### config.mk
export PLATFORM = sky130hd
export DESIGN_NAME = div_ctrl
export DESIGN_NICKNAME = d
export VERILOG_FILES = /design/src/rtl/div_ctrl.sv
export SDC_FILE = /design/constraint.sdc
export NUM_CORES = 1
export LEC_CHECK = 0
export BUFFER_PORTS_ARGS = -buffer_cell sky130_fd_sc_hd__clkbuf_2
export CAP_MARGIN = 20
export CORE_UTILIZATION = 43
export DETAILED_ROUTE_END_ITERATION = 10
export PLACE_DENSITY = 0.69
export REMOVE_ABC_BUFFERS = 1
export SLEW_MARGIN = 40
export SYNTH_ARGS = -nofsm -noshare
export SYNTH_HDL_FRONTEND = slang
export SYNTH_SLANG_ARGS = --single-unit
### constraint.sdc
create_clock -name clk -period 4.6 [get_ports clk]
set_input_delay 0.92 -clock clk [delete_from_list [all_inputs] [get_ports clk]]
set_output_delay 0.92 -clock clk [all_outputs]
set_load 0.02 [all_outputs]
### src/rtl/div_ctrl.sv
// div_ctrl: programmable tick divider with IDLE/RUN/HOLD control and a sticky zero-divisor error.
// Define DIV_CTRL_IRQ_EN to build in the sticky tick interrupt (irq/irq_clr).
module div_ctrl #(
    parameter int          WIDTH       = 32,
    parameter int unsigned DEFAULT_DIV = 10
) (
    input  logic             clk,
    input  logic             rst_n,
    input  logic             cfg_valid,
    output logic             cfg_ready,
    input  logic [WIDTH-1:0] cfg_div,
    input  logic             cfg_oneshot,
    input  logic             start,
    input  logic             stop,
    input  logic             pause,
    output logic             tick,
    output logic             busy,
    output logic [15:0]      tick_cnt,
    output logic             err,
    output logic             irq,
    input  logic             irq_clr
);
    typedef enum logic [1:0] {IDLE, RUN, HOLD} state_t;
    state_t           state;
    logic [WIDTH-1:0] cnt;
    logic [WIDTH-1:0] div_reg;
    logic             mode_reg;
    // A run snapshots the divisor/mode at start, so a same-cycle config load only affects later runs.
    logic [WIDTH-1:0] run_div;
    logic             run_mode;
    logic             xfer;
    assign cfg_ready = (state == IDLE);
    assign busy      = (state != IDLE);
    assign xfer      = cfg_valid && cfg_ready;
    assign tick      = (state == RUN) && !stop && !pause && (cnt == run_div - WIDTH'(1));
    always_ff @(posedge clk or negedge rst_n) begin
        if (!rst_n) begin
            state    <= IDLE;
            cnt      <= '0;
            div_reg  <= WIDTH'(DEFAULT_DIV);
            mode_reg <= 1'b0;
            run_div  <= WIDTH'(DEFAULT_DIV);
            run_mode <= 1'b0;
            tick_cnt <= '0;
            err      <= 1'b0;
        end else begin
            if (xfer) begin
                if (cfg_div != '0) begin
                    div_reg  <= cfg_div;
                    mode_reg <= cfg_oneshot;
                    err      <= 1'b0;
                end else begin
                    err <= 1'b1;
                end
            end
            case (state)
                IDLE: if (start && !stop) begin
                    state    <= RUN;
                    cnt      <= '0;
                    tick_cnt <= '0;
                    run_div  <= div_reg;
                    run_mode <= mode_reg;
                end
                RUN: if (stop) begin
                    state <= IDLE;
                    cnt   <= '0;
                end else if (pause) begin
                    state <= HOLD;
                end else if (tick) begin
                    cnt      <= '0;
                    tick_cnt <= tick_cnt + 16'd1;
                    if (run_mode) state <= IDLE;
                end else begin
                    cnt <= cnt + WIDTH'(1);
                end
                HOLD: if (stop) begin
                    state <= IDLE;
                    cnt   <= '0;
                end else if (!pause) begin
                    state <= RUN;
                end
                default: state <= IDLE;
            endcase
        end
    end
`ifdef DIV_CTRL_IRQ_EN
    always_ff @(posedge clk or negedge rst_n) begin
        if (!rst_n) irq <= 1'b0;
        else        irq <= tick ? 1'b1 : (irq_clr ? 1'b0 : irq);
    end
`else
    logic unused_irq_clr;
    assign unused_irq_clr = irq_clr;
    assign irq            = 1'b0;
`endif
endmodule

==> results.cfg <==
[floorplan]
fp.dieH_um = 123
coreArea_mm2 = 0.0141
top_level_ports = 61
rows = 43
die_x_um = 123
dieArea_mm2 = 0.0152
initial_core_util_pct = 44.8

[logic_synthesis]
synthAdderAreaFrac_pct = 0.593
syn_area_per_cell_um2 = 8.58
synth_cell_type_count = 59
synthCells = 738
yosys_warnings = 0
synth-simple-area-share_pct = 32.4
synth_edf_count = 0
ys.flop_type = dfrtp_1
synth_area_leaders = dfrtp_1 45%, nand2_1 13%, xnor2_1 4.8%
seq_area_frac_synth_pct = 46.3
synth_compound_area_share_pct = 7.51
synth_top_area_share_pct = 44.6
synth_mux_area_share_pct = 1.34
syn-cell-area_mm2 = 0.00633
synth_xor_area_share_pct = 8.71
synth_top_family_by_area = simple AND/OR/NAND/NOR gates
synth-seq-cells = 117
synth_top_area_cell = dfrtp_1
synthArstFlopShare_pct = 100

[setup_path]
r2r_slack_ns = 0.97
required_ns = 3.68
arrival_ns = 3.39
reg2reg_to = cnt[20]$_DFFE_PN0P_
cp-end-kind = output pin
path_max_fanout = 9
r2r-start = run_div[4]$_DFFE_PN0P_
r2r_cells = 11
crit_type = reg -> out
start_kind = register

[placed_design]
globalplace.congestion = 0.881
place_inst = 953
io_buffer_count = 58
hpwl_um = 10300

[global_routing]
grt_start_max_net_pins = 65
met3_usage_pct = 3.92
first_global_vias = 4922
grt_overflow = 0
busiest_layer = met2
met1_usage_pct = 30.4
grt_pass1_wl_um = 24700
antenna_found_initial = 0
met2_usage_pct = 31.8
grt_usage_pct = 21.3

[layout]
finalNetCount = 835
utilization_pct = 53.0
final_cells = 985
area_growth_pct = 18.5
drive_above_1_share_pct = 14.8
diodes = 0
fillCellCount = 1293

[sta]
relSlewSlack_pct = 48.4
fmax_ghz = 0.232
final.setup.tns_ns = 0
fin_skew_ns = 0.00811
tightest_slew_ns = 0.774
hold_violations = 0
drv_slew = 0
finalSetupViolCount = 0
min_period_ns = 4.31
hold_slack_ns = 0.450
grt_setup_unrepaired = false
period_share_pct = 93.7

[clock_tree]
clockBufferDepth = 2
cts_root_buffer = clkbuf_16
htreeDepth = 4
clk_latency_ns = 0.42
cts_buffers = 17
path_clk_slew_ns = 0.05
cts_tree = done
clock_sinks = 117

[power]
vdd_drop_max_mv = 0.273
p_per_area_mw_per_mm2 = 462
leakage_nw = 3.52
report.power.total_mw = 3.47

[run_status]
status = completed

[drt]
dr.first_iter.drc_count = 391
ant_nets = 0
wl_per_cell_um = 14.9
totalWireLength_um = 14700
first_pass_iters = 5
via_per_inst = 5.39
dr_total_vias = 5311
drc = 0

[hold_path]
hold_depth = 2
hold_path_startpoint = div_reg[3]$_DFFE_PN1P_
hold_end = run_div[3]$_DFFE_PN1P_
hold_path.class = reg -> reg

[flow_run]
max_cap_violations = 0
synthesized netlist by cell type (all sizes together) (2+ instances only):
| master | number |
|---|---|
| a21oi | 19 |
| a31oi | 16 |
| and2 | 5 |
| and3 | 15 |
| and4 | 3 |
| buf | 8 |
| clkbuf | 25 |
| dfrtp | 113 |
| dfstp | 4 |
| ha | 3 |
| inv | 14 |
| mux2 | 4 |
| mux2i | 4 |
| nand2 | 216 |
| nand2b | 4 |
| nand3 | 26 |
| nand3b | 9 |
| nand4 | 18 |
| nor2 | 50 |
| nor2b | 4 |
| nor3 | 18 |
| nor3b | 9 |
| nor4 | 20 |
| o2111ai | 3 |
| o211ai | 4 |
| o21ai | 18 |
| o22a | 2 |
| o311ai | 2 |
| o31a | 2 |
| o31ai | 3 |
| or3 | 12 |
| or4 | 9 |
| xnor2 | 35 |
| xor2 | 28 |
metal layers:
metal / part of all wire [%] / vias up
met3: 3.5 / 21
met4: 1.7 / 0
met1: 50 / 2521
met2: 45 / 119
met5: 0 / -
li1: - / 2650
placed cells by master (no fill, tap or decap), types with 4 or more instances in the layout:
| master | n |
|---|---|
| nand2_1 | 216 |
| dfrtp_1 | 113 |
| clkbuf_2 | 57 |
| nor2_1 | 50 |
| xnor2_1 | 35 |
| xor2_1 | 28 |
| nand3_1 | 26 |
| a21oi_1 | 18 |
| nand4_1 | 18 |
| nor3_1 | 17 |
| clkbuf_16 | 17 |
| a31oi_1 | 16 |
| o21ai_0 | 15 |
| and3_1 | 15 |
| inv_1 | 14 |
| nor4_1 | 14 |
| or3_1 | 12 |
| buf_4 | 10 |
| nand3b_1 | 9 |
| or4_1 | 8 |
| nor3b_1 | 7 |
| bufinv_16 | 6 |
| and2_1 | 5 |
| o211ai_1 | 4 |
| nor2b_1 | 4 |
| mux2i_1 | 4 |
| nand2b_1 | 4 |
| clkbuf_8 | 4 |
| dfstp_2 | 4 |
layout make-up:
| cell class | count | area (um2) | area share [%] |
|---|---|---|---|
| multi-input cells | 573 | 3220 | 42.9 |
| flip-flops and latches | 117 | 2930 | 39.1 |
| clock inverters | 11 | 220 | 2.94 |
| clock buffers | 21 | 480 | 6.40 |
| inverters | 15 | 56.3 | 0.750 |
| well taps | 180 | 225 | 3.00 |
| repair buffers | 68 | 372 | 4.95 |
worst max-delay path, stage by stage (launching register included):
cell	delay (ns)
dfrtp_1	0.53
nor4_4	0.50
nand4_1	0.30
nor4_4	0.40
mux2i_1	0.13
a31oi_1	0.18
o2111ai_1	0.19
or3_1	0.49
inv_1	0.08
clkbuf_2	0.16
what timing repair did:
| item | CTS | global route |
|---|---|---|
| resized for setup | 0 | 1 |
| setup endpoints to repair | 0 | 1 |
| setup buffers | 0 | 0 |
| hold buffers | 0 | 0 |
kinds of logic (layout without fill, tap and decap cells):
kind of cell             Yosys count  count (layout)
buffers and inverters             48             115
multiplexers                       8               8
other                              1               1
AND/OR/NAND/NOR                  423             423
adder cells (fa/ha/maj)            3               3
AO/OA/AOI/OAI                     75              75
XOR/XNOR                          63              63
flip-flops                       117             117
how the worst max path moves through the flow:
stage	slack (ns)	endpoint	startpoint
after global routing	0.03	tick	run_div[4]$_DFFE_PN0P_
final	0.29	tick	run_div[4]$_DFFE_PN0P_
after global placement	0.74	tick	run_div[0]$_DFFE_PN0P_
after CTS	0.28	tick	run_div[0]$_DFFE_PN0P_
after detailed placement	0.74	tick	run_div[4]$_DFFE_PN0P_
after floorplan	0.31	tick_cnt[11]$_DFFE_PN0P_	state[0]$_DFFE_PN0P_
where the power goes:
part / total [mW] / switching (mW) / internal (mW)
sequential: 1.32 / 0.163 / 1.16
clock: 1.55 / 0.475 / 1.07
combinational: 0.592 / 0.346 / 0.246
total: 3.47 / 0.985 / 2.48
per-stage QoR:
stage,worst slack [ns],instance area (um2)
after floorplan,0.315,6190
after CTS,0.279,7490
final,0.289,7500
after global placement,0.741,6790
after global routing,0.0345,7500
after detailed placement,0.743,6790
Note: power is estimated with default switching activity, not from simulation.
